[config.mk]
export PLATFORM = sky130hd
export DESIGN_NAME = cnu_serial
export DESIGN_NICKNAME = d
export VERILOG_FILES = /design/src/rtl/cnu_pkg.sv /design/src/rtl/cnu_scale_sat.sv /design/src/rtl/cnu_serial.sv
export SDC_FILE = /design/constraint.sdc
export NUM_CORES = 1
export LEC_CHECK = 0
export CORE_MARGIN = 1.5
export CORE_UTILIZATION = 55
export DETAILED_ROUTE_END_ITERATION = 6
export PLACE_DENSITY = 0.78
export SLEW_MARGIN = 20
export SYNTH_ARGS = -nofsm -noshare
export SYNTH_HDL_FRONTEND = slang
export SYNTH_HIERARCHICAL = 1
export SYNTH_SLANG_ARGS = --single-unit
[constraint.sdc]
create_clock -name clk -period 2.93 [get_ports clk]
set_clock_uncertainty 0.05 [all_clocks]
set_input_delay 0.4395 -clock clk [delete_from_list [all_inputs] [get_ports clk]]
set_output_delay 0.4395 -clock clk [all_outputs]
set_load 0.02 [all_outputs]
[src/rtl/cnu_pkg.sv]
// ============================================================================
// Module   : cnu_pkg
// Purpose  : Shared constants, width helpers and FSM encodings for the serial
//            min-sum check node unit.
// Revision : 1.0 - initial release
// ============================================================================
`default_nettype none

package cnu_pkg;

    localparam int D_MAX_DEF  = 6;
    localparam int RES_W_DEF  = 6;
    localparam int EXT_W_DEF  = 3;
    localparam int IDX_W_DEF  = 3;
    localparam int DATA_W_DEF = RES_W_DEF + EXT_W_DEF;
    localparam int MAG_MAX    = 2**(DATA_W_DEF-1) - 1;

    localparam logic [1:0] ST_IDLE    = 2'd0;
    localparam logic [1:0] ST_COLLECT = 2'd1;
    localparam logic [1:0] ST_EMIT    = 2'd2;

    function automatic int data_w(input int res_w, input int ext_w);
        return res_w + ext_w;
    endfunction

endpackage

`default_nettype wire

[src/rtl/cnu_scale_sat.sv]
// ============================================================================
// Module   : cnu_scale_sat
// Purpose  : Combinational magnitude scaling: x3/4 normalization or offset
//            subtraction, saturated to RES_W-1 magnitude bits.
// Revision : 1.0 - initial release
// ============================================================================
`default_nettype none

module cnu_scale_sat #(
    parameter int MAG_W = 8,
    parameter int RES_W = 6
) (
    input  logic [MAG_W-1:0] m,
    input  logic             mode,
    input  logic [RES_W-2:0] offset,
    output logic [RES_W-2:0] s
);

    localparam logic [RES_W-2:0] C_S_MAX = '1;

    logic [MAG_W-1:0] w_norm;
    logic [RES_W-2:0] w_s_norm;
    logic [RES_W-2:0] w_sat_lo;
    logic [RES_W-2:0] w_s_off;

    always_comb begin
        // 3*m needs two extra bits before the divide-by-four
        w_norm   = MAG_W'(({2'b00, m} + {1'b0, m, 1'b0}) >> 2);
        w_s_norm = (w_norm > MAG_W'(C_S_MAX)) ? C_S_MAX : w_norm[RES_W-2:0];
        w_sat_lo = (m > MAG_W'(C_S_MAX)) ? C_S_MAX : m[RES_W-2:0];
        w_s_off  = (w_sat_lo > offset) ? (w_sat_lo - offset) : '0;
        s        = mode ? w_s_off : w_s_norm;
    end

endmodule

`default_nettype wire

[src/rtl/cnu_serial.sv]
// ============================================================================
// Module   : cnu_serial
// Purpose  : Serial min-sum check node unit; collects one q per beat, then
//            emits one r per beat. Optional offset mode via CNU_OFFSET_EN.
// Revision : 1.0 - initial release
// ============================================================================
`default_nettype none

module cnu_serial
    import cnu_pkg::*;
#(
    parameter int D_MAX = D_MAX_DEF,
    parameter int RES_W = RES_W_DEF,
    parameter int EXT_W = EXT_W_DEF,
    parameter int IDX_W = IDX_W_DEF
) (
    input  logic                   clk,
    input  logic                   rst,
    input  logic                   en,
    input  logic [IDX_W-1:0]       deg,
    input  logic                   in_valid,
    output logic                   in_ready,
    input  logic [RES_W+EXT_W-1:0] in_q,
    output logic                   out_valid,
    input  logic                   out_ready,
    output logic [RES_W-1:0]       out_r,
    output logic [IDX_W-1:0]       out_idx,
    output logic                   out_last,
    output logic                   deg_err
`ifdef CNU_OFFSET_EN
    ,
    input  logic                   mode,
    input  logic [RES_W-2:0]       offset
`endif
);

    localparam int DATA_W = data_w(RES_W, EXT_W);
    localparam int MAG_W  = DATA_W - 1;
    localparam logic [MAG_W-1:0] C_MAG_MAX = '1;
    localparam logic [IDX_W-1:0] C_DEG_MAX = IDX_W'(D_MAX);
    localparam logic [IDX_W-1:0] C_DEG_MIN = IDX_W'(2);
    localparam logic [IDX_W-1:0] C_ONE     = IDX_W'(1);

    logic [1:0]       r_state;
    logic [IDX_W-1:0] r_deg, r_cnt, r_ocnt, r_idx;
    logic [MAG_W-1:0] r_min1, r_min2;
    logic [D_MAX-1:0] r_sgn;
    logic             r_par;
    logic             r_deg_err;

    logic             w_idle, w_emit, w_accept, w_take;
    logic             w_deg_bad;
    logic [IDX_W-1:0] w_deg_eff, w_deg_last, w_bidx;
    logic [DATA_W-1:0] w_neg_q;
    logic [MAG_W-1:0] w_mag, w_base1, w_base2;
    logic [MAG_W-1:0] w_min1_nx, w_min2_nx;
    logic [IDX_W-1:0] w_idx_nx;
    logic [D_MAX-1:0] w_sgn_nx;
    logic             w_par_nx;
    logic             w_sgn_sel;
    logic             w_mode_cur;
    logic [RES_W-2:0] w_off_cur;
    logic [RES_W-2:0] w_s1, w_s2, w_s;
    logic [RES_W-1:0] w_r_mag;

    assign w_idle     = (r_state == ST_IDLE);
    assign w_emit     = (r_state == ST_EMIT);
    assign in_ready   = ~rst & (w_idle | (r_state == ST_COLLECT));
    assign out_valid  = w_emit;
    assign w_accept   = en & in_valid & in_ready;
    assign w_take     = en & w_emit & out_ready;
    assign w_deg_bad  = (deg < C_DEG_MIN) || (deg > C_DEG_MAX);
    assign w_deg_eff  = w_deg_bad ? C_DEG_MAX : deg;
    assign w_deg_last = r_deg - C_ONE;
    assign w_bidx     = w_idle ? '0 : r_cnt;

    // Most negative q has no positive twin and clips to the largest magnitude
    always_comb begin
        w_neg_q = (~in_q) + DATA_W'(1);
        if (in_q[DATA_W-1])
            w_mag = w_neg_q[DATA_W-1] ? C_MAG_MAX : w_neg_q[MAG_W-1:0];
        else
            w_mag = in_q[MAG_W-1:0];
    end

    always_comb begin
        w_base1   = w_idle ? C_MAG_MAX : r_min1;
        w_base2   = w_idle ? C_MAG_MAX : r_min2;
        w_min1_nx = w_base1;
        w_min2_nx = w_base2;
        w_idx_nx  = w_idle ? '0 : r_idx;
        if (w_mag < w_base1) begin
            w_min2_nx = w_base1;
            w_min1_nx = w_mag;
            w_idx_nx  = w_bidx;
        end else if (w_mag < w_base2) begin
            w_min2_nx = w_mag;
        end
    end

    // Beat 0 clears stale sign bits so a shorter row never sees old signs
    always_comb begin
        w_sgn_nx = w_idle ? '0 : r_sgn;
        for (int k = 0; k < D_MAX; k++) begin
            if (IDX_W'(k) == w_bidx)
                w_sgn_nx[k] = in_q[DATA_W-1];
        end
        w_par_nx = (w_idle ? 1'b0 : r_par) ^ in_q[DATA_W-1];
    end

    always_comb begin
        w_sgn_sel = 1'b0;
        for (int k = 0; k < D_MAX; k++) begin
            if (IDX_W'(k) == r_ocnt)
                w_sgn_sel = r_sgn[k];
        end
    end

`ifdef CNU_OFFSET_EN
    logic             r_mode;
    logic [RES_W-2:0] r_offset;

    always_ff @(posedge clk or posedge rst) begin
        if (rst) begin
            r_mode   <= 1'b0;
            r_offset <= '0;
        end else if (en && w_idle && w_accept) begin
            r_mode   <= mode;
            r_offset <= offset;
        end
    end

    assign w_mode_cur = r_mode;
    assign w_off_cur  = r_offset;
`else
    assign w_mode_cur = 1'b0;
    assign w_off_cur  = '0;
`endif

    cnu_scale_sat #(.MAG_W(MAG_W), .RES_W(RES_W)) u_scale_min1 (
        .m      (r_min1),
        .mode   (w_mode_cur),
        .offset (w_off_cur),
        .s      (w_s1)
    );

    cnu_scale_sat #(.MAG_W(MAG_W), .RES_W(RES_W)) u_scale_min2 (
        .m      (r_min2),
        .mode   (w_mode_cur),
        .offset (w_off_cur),
        .s      (w_s2)
    );

    assign w_s      = (r_ocnt == r_idx) ? w_s2 : w_s1;
    assign w_r_mag  = {1'b0, w_s};
    assign out_r    = !w_emit ? '0 :
                      ((r_par ^ w_sgn_sel) ? (RES_W'(0) - w_r_mag) : w_r_mag);
    assign out_idx  = w_emit ? r_ocnt : '0;
    assign out_last = w_emit & (r_ocnt == w_deg_last);
    assign deg_err  = r_deg_err;

    always_ff @(posedge clk or posedge rst) begin
        if (rst) begin
            r_state   <= ST_IDLE;
            r_deg     <= C_DEG_MAX;
            r_cnt     <= '0;
            r_ocnt    <= '0;
            r_idx     <= '0;
            r_min1    <= C_MAG_MAX;
            r_min2    <= C_MAG_MAX;
            r_sgn     <= '0;
            r_par     <= 1'b0;
            r_deg_err <= 1'b0;
        end else if (en) begin
            r_deg_err <= 1'b0;
            case (r_state)
                ST_IDLE: begin
                    if (w_accept) begin
                        r_deg     <= w_deg_eff;
                        r_deg_err <= w_deg_bad;
                        r_cnt     <= C_ONE;
                        r_ocnt    <= '0;
                        r_state   <= ST_COLLECT;
                    end
                end
                ST_COLLECT: begin
                    if (w_accept) begin
                        if (r_cnt == w_deg_last) begin
                            r_state <= ST_EMIT;
                            r_ocnt  <= '0;
                        end else begin
                            r_cnt <= r_cnt + C_ONE;
                        end
                    end
                end
                ST_EMIT: begin
                    if (w_take) begin
                        if (r_ocnt == w_deg_last) begin
                            r_state <= ST_IDLE;
                            r_ocnt  <= '0;
                        end else begin
                            r_ocnt <= r_ocnt + C_ONE;
                        end
                    end
                end
                default: r_state <= ST_IDLE;
            endcase
            if (w_accept) begin
                r_min1 <= w_min1_nx;
                r_min2 <= w_min2_nx;
                r_idx  <= w_idx_nx;
                r_sgn  <= w_sgn_nx;
                r_par  <= w_par_nx;
            end
        end
    end

endmodule

`default_nettype wire

# ---- Yosys cells after proc, flatten, opt, wreduce, memory -nomap -nowiden
# Cells that the tools add are included.
dict set report classes {
  add_sub_neg 7
  mul 0
  div_mod_pow 0
  order_cmp 6
  n_eq_ne 21
  shift 0
  muxes 49
  bitwise_logic 11
  reduce_logical 25
}
# cell n
set op_table {}
lappend op_table {{$mux W8} 7}
lappend op_table {{$mux W3} 13}
lappend op_table {{$reduce_and A3 Y1} 8}
lappend op_table {{$add A8 B9 Y10} 2}
lappend op_table {{$mux W6} 3}
lappend op_table {{$gt A8 B5 Y1 const B} 2}
lappend op_table {{$lt A8 B8 Y1} 2}
lappend op_table {{$reduce_bool A2 Y1} 8}
lappend op_table {{$mux W1} 15}
lappend op_table {{$mux W5} 3}
lappend op_table {{$eq A2 B3 Y1 const A} 4}
lappend op_table {{$eq A3 B3 Y1 const A} 4}
lappend op_table {{$reduce_and A6 Y1} 2}
lappend op_table {{$mux W2} 5}
lappend op_table {{$add A9 B1 Y9 const B} 1}
lappend op_table {{$eq A3 B3 Y1} 3}
lappend op_table {{$not A9 Y9} 1}
lappend op_table {{$pmux W3 S3} 1}
lappend op_table {{$ne A2 B1 Y1 const B} 4}
lappend op_table {{$add A3 B1 Y3 const B} 2}
lappend op_table {{$and A1 B1 Y1} 6}
lappend op_table {{$eq A1 B3 Y1 const A} 2}
lappend op_table {{$logic_not A3 Y1} 2}
lappend op_table {{$pmux W2 S3} 1}
lappend op_table {{other kinds (16)} 18}
dict set report word_totals {
  ff_bits 38
  latchBits 0
  ramBits 0
  romBits 0
  inputBits 17
  output_inout_bits 13
  elab_cells 134
  n_memories 0
}

# ---- Logic depth before layout (Yosys ltp)
# Gate-level depths: netlist of run 1.
dict set report depth {
  word_depth 10
  depth_mapped 17
  mapped_depth_nobuf 17
}

# ---- Cells and area by module
# Netlist of run 1, hierarchy kept.
# mod instances cells_each area_each_um2 seq_area_each_um2
set modules_own_cells {}
lappend modules_own_cells {cnu_serial 1 350 3000.4 973.4}
lappend modules_own_cells {cnu_scale_sat 2 103 774.5 0.0}

# ---- Worst setup path before layout of run 1
# No wires, ideal clock.
dict set report synth_timing {
  path_kind {register -> output}
  startpoint {register r_min2[1]}
  endpoint {output out_r[1]}
  arrival_time_ns 3.041
  required_time_ns 2.441
  path_slack_ns -0.600
  stages_incl_launch_ff 12
  path_cell_list {dfstp_2 > inv_1 > fa_1 > nand2b_2 > a211oi_2 > nor4_1 > or2_4 > a32oi_1 > mux2i_1 > ha_1 > nor2_1 > a211oi_1}
}
dict set report synth_via {
  elab_chain_len 7
}
# item line
set synth_lines {}
lappend synth_lines {{from (decl)} cnu_serial.sv:46} ;# logic [MAG_W-1:0] r_min1, r_min2;
lappend synth_lines {{from (signal assigned)} cnu_serial.sv:210} ;# r_min2 <= w_min2_nx;
lappend synth_lines {{$add A8 B9 Y10 *} cnu_scale_sat.sv:28} ;# w_norm = MAG_W'(({2'b00, m} + {1'b0, m, 1'b0}) >> 2);
lappend synth_lines {{$gt A8 B5 Y1} cnu_scale_sat.sv:29} ;# w_s_norm = (w_norm > MAG_W'(C_S_MAX)) ? C_S_MAX : w_norm[RES_W-2:0];
lappend synth_lines {{$mux W5 *} cnu_scale_sat.sv:29}
lappend synth_lines {{named net w_s2[1]} cnu_serial.sv:63} ;# logic [RES_W-2:0] w_s1, w_s2, w_s;
lappend synth_lines {{$mux W5 *} cnu_serial.sv:154} ;# assign w_s = (r_ocnt == r_idx) ? w_s2 : w_s1;
lappend synth_lines {{$sub A1 B5 Y6} cnu_serial.sv:157} ;# ((r_par ^ w_sgn_sel) ? (RES_W'(0) - w_r_mag) : w_r_mag);
lappend synth_lines {{$mux W6 *} cnu_serial.sv:157}
lappend synth_lines {{$mux W6 *} cnu_serial.sv:156} ;# assign out_r = !w_emit ? '0 :
lappend synth_lines {{to (decl)} cnu_serial.sv:26} ;# output logic [RES_W-1:0] out_r,
# The timed path passes the listed nets; every way through them passes the cells marked *.

# ---- Worst setup path after layout of run 1
dict set report layout_timing {
  startpoint {register r_min2[2]}
  endpoint {output out_r[5]}
}
dict set report layout_via {
  elab_chain_len 7
}
# item line
set layout_lines {}
lappend layout_lines {{$add A8 B9 Y10 *} cnu_scale_sat.sv:28}
lappend layout_lines {{$gt A8 B5 Y1} cnu_scale_sat.sv:29}
lappend layout_lines {{$mux W5 *} cnu_scale_sat.sv:29}
lappend layout_lines {{named net w_s2[2]} cnu_serial.sv:63}
lappend layout_lines {{$mux W5 *} cnu_serial.sv:154}
lappend layout_lines {{$sub A1 B5 Y6 *} cnu_serial.sv:157}
lappend layout_lines {{$mux W6 *} cnu_serial.sv:157}
lappend layout_lines {{$mux W6 *} cnu_serial.sv:156}
# Marks and branches as above.

==> results of run 1 <==
==> power by group <==
group	switching [uW]	total (uW)	internal (uW)
Combinational	3730	7030	3300
Sequential	306	1130	827
Clock	210	552	341
==> logic make-up (layout without fill, tap and decap cells) <==
| family | Yosys count | count (layout) |
|---|---|---|
| adders and majority gates | 55 | 55 |
| xor gates and xnor gates | 24 | 24 |
| and+or+nand+nor | 195 | 195 |
| AOI/OAI and AO/OA | 159 | 159 |
| DFF | 38 | 38 |
| muxes | 15 | 15 |
| buffers and inverters | 69 | 215 |
| other | 1 | 14 |
==> synthesized netlist by cell type, types with 3 or more instances <==
master and n:
sky130_fd_sc_hd__xnor2_1 12, sky130_fd_sc_hd__nor2b_1 12, sky130_fd_sc_hd__xor2_1 9, sky130_fd_sc_hd__or2_2 14
sky130_fd_sc_hd__inv_1 50, sky130_fd_sc_hd__nand3_1 13, sky130_fd_sc_hd__nor3_1 18, sky130_fd_sc_hd__nor4_1 3
sky130_fd_sc_hd__a21o_1 10, sky130_fd_sc_hd__nand2_1 46, sky130_fd_sc_hd__dfrtp_1 20, sky130_fd_sc_hd__ha_1 51
sky130_fd_sc_hd__dfstp_2 18, sky130_fd_sc_hd__nor2_1 48, sky130_fd_sc_hd__nand2b_2 4, sky130_fd_sc_hd__a211oi_2 5
sky130_fd_sc_hd__a211o_1 4, sky130_fd_sc_hd__a21oi_1 31, sky130_fd_sc_hd__and3_1 4, sky130_fd_sc_hd__a32oi_1 6
sky130_fd_sc_hd__a211oi_1 3, sky130_fd_sc_hd__mux2i_1 11, sky130_fd_sc_hd__fa_1 4, sky130_fd_sc_hd__a2bb2oi_1 3
sky130_fd_sc_hd__o221ai_1 9, sky130_fd_sc_hd__or2_4 4, sky130_fd_sc_hd__buf_2 4, sky130_fd_sc_hd__o21a_1 7
sky130_fd_sc_hd__nand4_1 5, sky130_fd_sc_hd__o21ai_0 17, sky130_fd_sc_hd__clkbuf_1 10, sky130_fd_sc_hd__nand2b_1 6
sky130_fd_sc_hd__o21bai_1 3, sky130_fd_sc_hd__o21ai_1 24, sky130_fd_sc_hd__a21oi_2 3, sky130_fd_sc_hd__a32o_1 4
==> flip-flops by register name (all words and copies together), names as in the netlist <==
signal and count:
r_deg 3, r_state 2, r_par 1, r_idx 3
r_ocnt 3, r_min1 8, deg_err 1, r_cnt 3
r_min2 8, r_sgn 6
==> worst paths after layout <==
kind                       startpoint        end  depth (start not counted)
max                         r_min2[2]   out_r[5]                         15
min                          r_deg[1]   r_deg[1]                          2
max reg2reg                r_state[0]  r_min2[5]                         11
min reg2reg                  r_deg[1]   r_deg[1]                          2
max in group asynchronous         rst  r_min1[1]                          3
min in group asynchronous         rst    deg_err                          3
==> what timing repair did <==
action / in CTS / in global routing
setup endpoints to repair: 26 / 25
cloned: 3 / 0
pin swaps: 20 / 33
setup buffers: 11 / 12
gates resized for setup: 109 / 56
hold buffers: 0 / 0
==> area by class of cell <==
cell class                 instances  area (sq um)
multi-input combinational        462          4011
timing repair buffer             157          1376
fill                             362          1033
sequential                        38         973.4
inverter                          50         187.7
tap                              102         127.6
clock buffer                       5         68.82
clock inverter                     3         68.82
==> per-layer routing <==
metal	vias to the layer above	track usage, %
met3	208	5.340
met4	0	21.52
met1	2549	39.51
met5	-	0
met2	457	64.49
li1	2298	-
==> metrics by stage <==
step	total power (uW)	worst slack, ps	utilization [%]	cells	hold WS, ps
floorplan	4384	-385.9	-	569	395.1
global placement	5937	-891.7	74.33	785	408.6
detailed placement	6195	-1011	74.33	785	414.7
CTS	7375	-795.4	82.08	807	426.2
global route	9049	-1084	86.83	817	462.5
finish	8714	-992.1	86.83	817	428.5
==> worst reg2reg max path, stage by stage, from the launching register on <==
cell	delay (ps)
sky130_fd_sc_hd__dfrtp_1	380
sky130_fd_sc_hd__nor2_2	90
sky130_fd_sc_hd__buf_4	200
sky130_fd_sc_hd__nor2_1	530
sky130_fd_sc_hd__ha_4	310
sky130_fd_sc_hd__a21o_1	150
sky130_fd_sc_hd__a21o_1	210
sky130_fd_sc_hd__a221oi_4	430
sky130_fd_sc_hd__nand3_4	150
sky130_fd_sc_hd__buf_8	180
sky130_fd_sc_hd__buf_16	150
sky130_fd_sc_hd__o221ai_4	240
==> metrics.yaml, run 1 <==
final_layout:
  diodes: 0
  final_cell_area_sq_um: 6814
  drive_gt1_share_pct: 41.54
  layout_common_cells: "sky130_fd_sc_hd__buf_4 (118), sky130_fd_sc_hd__inv_1 (45), sky130_fd_sc_hd__nand2_1 (41)"
  num-nets-final: 786
  most_common_cell_after_layout_fill_and_taps_aside: "sky130_fd_sc_hd__buf_4"
  syn2layout_area_growth_pct: 49.78
clocking:
  clockRootBuffer: "sky130_fd_sc_hd__clkbuf_8"
  tritoncts_num_sinks: 38
  cts_tree: "yes"
  clkSlewWorstSetupHoldPaths_ps: 90
  clk_path_buf_depth: 2
  insertion_delay_ps: 300
  tritoncts_buffer_count: 5
  clock_tree.htree_level_count: 2
placement:
  globalplace.congestion: 0.9441
  io_buffers: 29
  place_area_sq_um: 5833
  hpwlAfterDp_mm: 10.33
floorplan:
  fp.dieW_um: 93.95
  ioPinCount: 30
  floorplan.core_area_sq_um: 7848
  initial_core_util_pct: 57.97
  std_cell_rows: 32
  die-height_um: 93.95
  design.die.area_sq_um: 8827
yosys:
  post_synth_and_or_nand_nor_area_fraction_pct: 22.28
  ys_async_sr_fraction_pct: 100.0
  netlist_area_sq_um: 4549
  post_synth_mux_area_share_pct: 3.493
  synth-compound-area-share_pct: 25.50
  top_cell_type_s_share_of_synthesized_area_pct: 14.03
  synthCells: 556
  ys_warn_count: 6
  synth_edf_count: 0
  syn-mean-instance-area_sq_um: 8.182
  top_flip_flop_cell_by_instance_count_after_synthesis: "sky130_fd_sc_hd__dfrtp_1"
  ys_top_cells_by_area: "sky130_fd_sc_hd__ha_1 (14%), sky130_fd_sc_hd__dfrtp_1 (11%), sky130_fd_sc_hd__dfstp_2 (10%)"
  synth.distinct_cells: 80
  sequential_cell_area_fraction_in_the_yosys_report_pct: 21.40
  synth_fa_ha_area_share_pct: 15.79
  synth_seq_cells: 38
  synth_xor_xnor_area_share_pct: 5.253
  synth_top_family_by_area: "compound AO/OA/AOI/OAI gates"
  synth.largest_area_cell: "sky130_fd_sc_hd__ha_1"
critical_path:
  crit_path_dat_ps: 3430
  cp_num_buf_inv: 5
  crit_path_max_fanout: 4
  cp_data_required_time_ps: 2440
  worstSetupStartpointType: "register"
  cp_top_family: "simple AND/OR/NAND/NOR gates"
  cp_slowest_stage_delay_ps: 610
  r2r_setup_slack_ps: -240
  critical_path.slowest_cell: "sky130_fd_sc_hd__dfstp_2"
  critical-path-top-cell-by-count: "sky130_fd_sc_hd__buf_4"
  crit_path_end_kind: "output port"
  critical_path_cell_by_cell: "inv_2 > fa_2 > nand2b_4 > a211oi_4 > buf_4 > nor4_2 > or2_4 > a32oi_1 > mux2i_2 > buf_4 > nand3_4 > buf_6 > nor3_4 > nor3_2 > buf_4"
  worstSetupPathType: "register to output port"
route:
  met1Wirelength_mm: 6.534
  route.top_layer_used: "met4"
  num_vias: 5512
  drc: 0
  routed-wl-met3_mm: 1.601
  drtAntennaViolNets: 0
  sum_of_routed_wire_length_over_all_layers_mm: 18.96
  wl_per_cell_um: 23.21
  dr.pass1.iters: 5
  met2RoutedLength_mm: 8.906
  drt-vias-per-instance: 6.747
  initialDrtViolationCount: 516
timing:
  tns_ps: -10630
  final-setup-viol-count: 25
  final_hold_viol_count: 0
  worst-slew-pin-transition_ps: 671.9
  unrepaired_setup_endpoints_after_global_routing: "yes"
  worst_slew_margin_rel_pct: 55.04
  final-max-slew-violation-count: 0
  min_period_ps: 3922
  layout_setup_ws_ps: -992.1
  timing.fmax_ghz: 0.2550
  final.period_utilization_pct: 133.9
run_status:
  outcome: "complete, but fails checks"
  violated_checks: "negative setup slack"
power_and_ir_drop:
  powerDensity_nw_per_um2: 1279
  max-vdd-ir-drop_mv: 0.7374
  leakage_component_of_the_power_uw: 0.003018
global_route:
  grt_pass1_vias: 5220
  antenna_found_initial: 0
  remaining_overflow_grt: 0
  grt_first_pass_wirelength_mm: 24.65
  maximum_number_of_pins_on_one_net_before_global_route_repair: 39
  track_usage_pct: 35.82
min_path:
  hold_path.class: "register to register"
run:
  timing.max_cap.violations: 0
(Power assumes the default switching activity.)
==> run 2: changes to the inputs <==
--- a/config.mk
+++ b/config.mk
@@ -6,11 +6,10 @@
 export NUM_CORES = 1
 export LEC_CHECK = 0
 export CORE_MARGIN = 1.5
-export CORE_UTILIZATION = 55
+export CORE_UTILIZATION = 53
 export DETAILED_ROUTE_END_ITERATION = 6
-export PLACE_DENSITY = 0.78
+export PLACE_DENSITY = 0.77
 export SLEW_MARGIN = 20
 export SYNTH_ARGS = -nofsm -noshare
 export SYNTH_HDL_FRONTEND = slang
-export SYNTH_HIERARCHICAL = 1
 export SYNTH_SLANG_ARGS = --single-unit
==> metrics.yaml, run 2 <==
run_status:
  outcome: "complete, but fails checks"
  violated_checks: "negative setup slack"
final_layout:
  num-nets-final: 623  # -21%
  largest_registers: "r_min1 x8, r_min2 x8, r_sgn x6"
  layout_common_cells: "sky130_fd_sc_hd__buf_4 (123), sky130_fd_sc_hd__nor2_1 (40), sky130_fd_sc_hd__nand2_1 (34)"
  most_common_cell_after_layout_fill_and_taps_aside: "sky130_fd_sc_hd__buf_4"
  drive_gt1_share_pct: 41.20  # -0.34 points
  syn2layout_area_growth_pct: 50.16
  finalCoreUtilization_pct: 82.40  # -4.4 points
  diodes: 0  # unchanged
floorplan:
  design.die.area_sq_um: 7070  # -20%
  die-height_um: 84.09  # -11%
  floorplan.core_area_sq_um: 6350  # -19%
  fp.dieW_um: 84.09  # -11%
  ioPinCount: 30  # unchanged
  initial_core_util_pct: 54.88  # -3.1 points
  std_cell_rows: 29  # -9.4%
yosys:
  synth.largest_area_cell: "sky130_fd_sc_hd__dfrtp_1"
  synth.distinct_cells: 62  # -23%
  mappedNetlistNets: 476
  synthCells: 420  # -24%
  synth_seq_cells: 38  # unchanged
  top_flip_flop_cell_by_instance_count_after_synthesis: "sky130_fd_sc_hd__dfrtp_1"
  ys_top_cells_by_area: "sky130_fd_sc_hd__dfrtp_1 (14%), sky130_fd_sc_hd__dfstp_2 (14%), sky130_fd_sc_hd__ha_1 (13%)"
  ys_async_sr_fraction_pct: 100.0  # unchanged
  netlist_area_sq_um: 3485  # -23%
  synth_top_cells_by_count: "sky130_fd_sc_hd__nor2_1 (47), sky130_fd_sc_hd__ha_1 (37), sky130_fd_sc_hd__nand2_1 (37), sky130_fd_sc_hd__o21ai_0 (37), sky130_fd_sc_hd__inv_1 (28)"
  ys_warn_count: 0  # -6
  sequential_cell_area_fraction_in_the_yosys_report_pct: 27.94  # +6.5 points
  syn-mean-instance-area_sq_um: 8.297  # +1.4%
  top_cell_type_s_share_of_synthesized_area_pct: 14.36  # +0.34 points
  synth_edf_count: 0  # unchanged
  post-synth-top-count-cell: "sky130_fd_sc_hd__nor2_1"
global_route:
  remaining_overflow_grt: 0  # unchanged
  maximum_number_of_pins_on_one_net_before_global_route_repair: 39  # unchanged
  grt_first_pass_wirelength_mm: 17.29  # -30%
  antenna_found_initial: 0  # unchanged
  track_usage_pct: 29.89  # -5.9 points
  grt_pass1_vias: 3840  # -26%
timing:
  final-max-slew-violation-count: 0  # unchanged
  worst_slew_margin_rel_pct: 66.79  # +12 points
  final_hold_viol_count: 0  # unchanged
  final-setup-viol-count: 6  # -76%
  worst-slew-pin-transition_ps: 498.2  # -173.7 ps
  unrepaired_setup_endpoints_after_global_routing: "yes"
  layout_setup_ws_ps: -977.2  # +14.96 ps
  tns_ps: -4601  # +6031 ps
  holdWs_ps: 445.4  # +16.89 ps
  final.period_utilization_pct: 133.4  # -0.51 points
  timing.fmax_ghz: 0.2559  # +0.38%
  min_period_ps: 3907  # -14.96 ps
critical_path:
  worstSetupStartpointType: "register"
  crit_start: "r_min1[1]"
  crit_path_end_kind: "output port"
  crit_path_max_fanout: 4  # unchanged
  crit_path_dat_ps: 3420  # about the same
  worstSetupPathType: "register to output port"
  cp_data_required_time_ps: 2440  # about the same
  reg2reg_depth: 13  # +2
  reg2reg_from: "r_state[0]"
route:
  drt-vias-per-instance: 6.091  # -9.7%
  dr.pass1.iters: 5  # unchanged
  wl_per_cell_um: 16.99  # -27%
  drc: 0  # unchanged
  drtAntennaViolNets: 0  # unchanged
  sum_of_routed_wire_length_over_all_layers_mm: 10.96  # -42%
  num_vias: 3929  # -29%
  initialDrtViolationCount: 286  # -45%
power_and_ir_drop:
  leakage_component_of_the_power_uw: 0.002429  # -20%
  internal-power_uw: 3541  # -21%
  netSwitchingFraction_pct: 44.64  # -4.1 points
  power.share.clock_pct: 6.0  # -0.3 points
  powerDensity_nw_per_um2: 1222  # -4.4%
  max-vdd-ir-drop_mv: 0.8403  # +14%
  proportion_of_power_drawn_by_combinational_gates_pct: 76.8  # -3.9 points
  power_frac_seq_pct: 17.2  # +4.2 points
  power.switching_uw: 2856  # -33%
placement:
  io_buffers: 29  # unchanged
  globalplace.congestion: 0.8613  # -8.8%
  pre_cts_ws_ps: -1089  # -77.62 ps
  hpwlAfterDp_mm: 7.583  # -27%
clocking:
  clockRootBuffer: "sky130_fd_sc_hd__clkbuf_8"
  cts_tree: "yes"
  clk_path_buf_depth: 2  # unchanged
  number_of_hold_buffers_added_after_cts: 0  # unchanged
  clkSlewWorstSetupHoldPaths_ps: 80  # about the same
  tritoncts_num_sinks: 38  # unchanged
  clock_tree.htree_level_count: 2  # unchanged
  insertion_delay_ps: 290  # about the same
  tritoncts_buffer_count: 5  # unchanged
run:
  timing.max_cap.violations: 0  # unchanged
min_path:
  source_of_the_worst_hold_timing_path: "r_deg[1]"
  hold_path_depth: 2  # unchanged
  hold_path.class: "register to register"
run 2: final timing paths:
path,endpoint,slack (ps)
max in group asynchronous,r_min2[0],1910
max reg2reg,r_min2[5],130
min,r_deg[1],450
min in group asynchronous,r_state[1],530
min reg2reg,r_deg[1],450
max,out_r[4],-980
run 2: cells by family (layout without fill, tap and decap cells):
group,Yosys count,count (layout),synth area share (%)
simple gates,142,142,19.35
buf+inv,43,191,4.739
xor+xnor,23,23,5.781
flops,38,38,27.94
fa+ha+maj,39,39,14.43
compound gates,127,127,25.14
mux,8,8,2.621
run 2: final cells by class:
cell class,instances,area (sq um)
clock inverters,2,12.51
fillers,373,1117
clock buffers,6,82.58
repair buffers,155,1240
well taps,77,96.34
multi-input cells,339,2720
inverters,28,107.6
flip-flops and latches,38,973.4
run 2: routing by layer:
metal / global-route usage (%) / vias up / routed length [um]
li1: - / 1829 / -
met1: 38.14 / 1865 / 4462
met2: 53.02 / 201 / 5472
met3: 3.066 / 34 / 714
met4: 9.240 / 0 / 306
met5: 0 / - / 0
run 2: timing repair:
item / CTS / global route
setup buffers: 17 / 2
pin swaps: 22 / 20
cloned: 1 / 0
resized for setup: 81 / 38
setup endpoints to repair: 25 / 25
run 2: power groups by stage:
| stage | Clock, uW | Combinational [uW] | Sequential [uW] |
|---|---|---|---|
| floorplan | 0 | 2570 | 1050 |
| global placement | 0 | 3990 | 1070 |
| detailed placement | 0 | 4180 | 1090 |
| CTS | 381 | 4610 | 1080 |
| global route | 406 | 5310 | 1130 |
| finish | 382 | 4910 | 1100 |
run 2: through the flow:
stage | power (uW) | cell area, sq um | cells
floorplan | 3620 | 3590 | 420
global placement | 5056 | 4717 | 617
detailed placement | 5271 | 4717 | 617
CTS | 6071 | 5059 | 643
global route | 6845 | 5233 | 645
finish | 6397 | 5233 | 645
run 2: critical path, stage by stage (launching register included):
cell and delay (ps):
sky130_fd_sc_hd__dfstp_2 580, sky130_fd_sc_hd__and2_4 150, sky130_fd_sc_hd__fa_2 200, sky130_fd_sc_hd__a21oi_2 60, sky130_fd_sc_hd__o211ai_1 230, sky130_fd_sc_hd__nand3_1 100
sky130_fd_sc_hd__mux2_4 290, sky130_fd_sc_hd__a211o_1 300, sky130_fd_sc_hd__o22a_1 230, sky130_fd_sc_hd__inv_2 90, sky130_fd_sc_hd__ha_4 140, sky130_fd_sc_hd__inv_2 40
sky130_fd_sc_hd__o31ai_4 240, sky130_fd_sc_hd__mux2_4 320, sky130_fd_sc_hd__buf_2 160
==> run 3: changes to the inputs <==
--- a/config.mk
+++ b/config.mk
@@ -5,10 +5,13 @@
 export SDC_FILE = /design/constraint.sdc
 export NUM_CORES = 1
 export LEC_CHECK = 0
+export CELL_PAD_IN_SITES_DETAIL_PLACEMENT = 0
+export CELL_PAD_IN_SITES_GLOBAL_PLACEMENT = 2
 export CORE_MARGIN = 1.5
-export CORE_UTILIZATION = 53
+export CORE_UTILIZATION = 32
 export DETAILED_ROUTE_END_ITERATION = 6
-export PLACE_DENSITY = 0.77
+export PLACE_DENSITY_LB_ADDON = 0.1
+export REMOVE_ABC_BUFFERS = 1
 export SLEW_MARGIN = 20
 export SYNTH_ARGS = -nofsm -noshare
 export SYNTH_HDL_FRONTEND = slang
==> metrics.yaml, run 3 (synthesis gave the netlist of run 2 again) <==
floorplan:
  ioPinCount: 30  # unchanged
  design.die.area_sq_um: 11520  # +63%
  initial_core_util_pct: 33.31  # -22 points
  die-height_um: 107.4  # +28%
  floorplan.core_area_sq_um: 10460  # +65%
  std_cell_rows: 37  # +28%
  fp.dieW_um: 107.4  # +28%
clocking:
  tritoncts_num_sinks: 38  # unchanged
  clockRootBuffer: "sky130_fd_sc_hd__clkbuf_8"
  tritoncts_buffer_count: 5  # unchanged
  clock_tree.htree_level_count: 2  # unchanged
  cts_tree: "yes"
  insertion_delay_ps: 290  # about the same
  clkSlewWorstSetupHoldPaths_ps: 80  # about the same
  number_of_hold_buffers_added_after_cts: 0  # unchanged
  clk_path_buf_depth: 2  # unchanged
power_and_ir_drop:
  power_frac_seq_pct: 16.9  # -0.3 points
  powerDensity_nw_per_um2: 1197  # -2.1%
  power.switching_uw: 2757  # -3.5%
  max-vdd-ir-drop_mv: 0.4292  # -49%
  internal-power_uw: 3745  # +5.8%
  netSwitchingFraction_pct: 42.40  # -2.2 points
  proportion_of_power_drawn_by_combinational_gates_pct: 75.9  # -0.9 points
  power.share.clock_pct: 7.2  # +1.2 points
  leakage_component_of_the_power_uw: 0.002487  # +2.4%
critical_path:
  critical_path_cell_by_cell: "and2_4 > fa_2 > a21oi_2 > o211ai_1 > nand3_1 > mux2_4 > a211o_1 > buf_4 > o22a_4 > o31ai_4 > mux2_4 > buf_6"
  cp_data_required_time_ps: 2440  # about the same
  crit_path_max_fanout: 4  # unchanged
  cp_slowest_stage_delay_ps: 570  # about the same
  crit_path_dat_ps: 3380  # -40 ps
  worstSetupStartpointType: "register"
  crit_path_end_kind: "output port"
  r2r_setup_slack_ps: 200  # +70 ps
  worstSetupPathType: "register to output port"
  critical_path.slowest_cell: "sky130_fd_sc_hd__dfstp_2"
  critical-path-top-cell-by-count: "sky130_fd_sc_hd__mux2_4"
min_path:
  hold_path.class: "register to register"
route:
  sum_of_routed_wire_length_over_all_layers_mm: 10.47  # -4.4%
  drtAntennaViolNets: 0  # unchanged
  wl_per_cell_um: 14.69  # -14%
  initialDrtViolationCount: 117  # -59%
  dr.pass1.iters: 6  # +1
  num_vias: 3612  # -8.1%
  drc: 0  # unchanged
  drt-vias-per-instance: 5.066  # -17%
final_layout:
  drive_gt1_share_pct: 42.63  # +1.4 points
  layout_common_cells: "sky130_fd_sc_hd__buf_4 (128), sky130_fd_sc_hd__nor2_1 (37), sky130_fd_sc_hd__nand2_1 (32)"
  most_common_cell_after_layout_fill_and_taps_aside: "sky130_fd_sc_hd__buf_4"
  num-nets-final: 632  # +1.4%
  largest_registers: "r_min1 x8, r_min2 x8, r_sgn x6"
  syn2layout_area_growth_pct: 55.87
  finish.cell_count_without_fillers: 713  # +11%
  diodes: 0  # unchanged
timing:
  layout_setup_ws_ps: -936.1  # +41.02 ps
  tns_ps: -4710  # -108.5 ps
  worst-slew-pin-transition_ps: 486.6  # -11.62 ps
  final_hold_viol_count: 0  # unchanged
  final.period_utilization_pct: 132.0  # -1.4 points
  unrepaired_setup_endpoints_after_global_routing: "yes"
  timing.fmax_ghz: 0.2587  # +1.1%
  min_period_ps: 3866  # -41.02 ps
  worst_slew_margin_rel_pct: 67.56  # +0.77 points
  final-max-slew-violation-count: 0  # unchanged
  final-setup-viol-count: 6  # unchanged
global_route:
  remaining_overflow_grt: 0  # unchanged
  maximum_number_of_pins_on_one_net_before_global_route_repair: 39  # unchanged
  antenna_found_initial: 0  # unchanged
  grt_first_pass_wirelength_mm: 17.27  # -0.12%
  track_usage_pct: 18.89  # -11 points
  grt_pass1_vias: 3571  # -7.0%
placement:
  place_inst: 680  # +10%
  io_buffers: 29  # unchanged
  hpwlAfterDp_mm: 7.944  # +4.8%
  globalplace.congestion: 0.8310  # -3.5%
run_status:
  violated_checks: "negative setup slack"
  outcome: "complete, but fails checks"
run:
  timing.max_cap.violations: 0  # unchanged
-- run 3: cell count changes in the layout (fill, tap and decap cells not counted), sizes merged --
cell | previous run | this run
clkdlybuf4s15 | 0 | 1
clkinv | 1 | 0
buf | 136 | 145
clkinvlp | 1 | 0
bufinv | 0 | 1
-- run 3: cell type report --
class	count	area (sq um)
clock inverter	1	30.03
timing repair buffer	164	1321
sequential	38	973.4
multi-input combinational	339	2738
tap	136	170.2
clock buffer	7	86.33
inverter	28	112.6
fill	1010	5031
-- run 3: layer usage --
layer  track usage, %  share of wire [%]
met3            1.755                2.2
met4            5.639                1.7
met1            26.07                 50
met2            31.26                 46
met5                0                  0
-- run 3: path summary, 6_finish.rpt --
path / endpoint / depth (start not counted) / start
setup / recovery: out_r[4] / 12 / r_min1[1]
hold / removal: r_deg[1] / 2 / r_deg[1]
setup reg to reg: r_min2[7] / 13 / r_state[0]
hold reg to reg: r_deg[1] / 2 / r_deg[1]
max in group asynchronous: r_min1[4] / 3 / rst
min in group asynchronous: r_state[1] / 3 / rst
-- run 3: metrics by stage --
step	hold WS [ps]	total power (uW)	worst slack (ps)	area [sq um]	utilization, %
after global placement	424.2	5154	-1058	4726	45.17
after CTS	444.2	6236	-1015	5210	49.80
after floorplan	408.4	3413	-1214	3425	-
final	441.5	6502	-936.1	5431	51.91
after detailed placement	432.1	5239	-1151	4726	45.17
after global routing	483.7	7078	-1087	5431	51.91
-- run 3: worst max-delay path, delay by kind of cell (launching register included) --
family	cells	cell delay, ps
AOI/OAI and AO/OA	5	1130
muxes	2	620
DFF	1	570
buffers and inverters	2	280
and+or+nand+nor	2	270
adders and majority gates	1	200
-- run 3: timing repair --
action / 4_1_cts / 5_1_grt
setup buffers: 17 / 8
pin swaps: 47 / 41
gates cloned: 2 / 0
resized for setup: 112 / 55
setup endpoints to repair: 25 / 26
-- run 3: power by group through the flow --
stage,Clock [uW],Combinational (uW),Sequential (uW)
2_1_floorplan,0,2340,1070
3_3_place_gp,0,4060,1090
3_5_place_dp,0,4130,1100
4_1_cts,481,4660,1100
5_1_grt,499,5430,1150
6_report,468,4940,1100
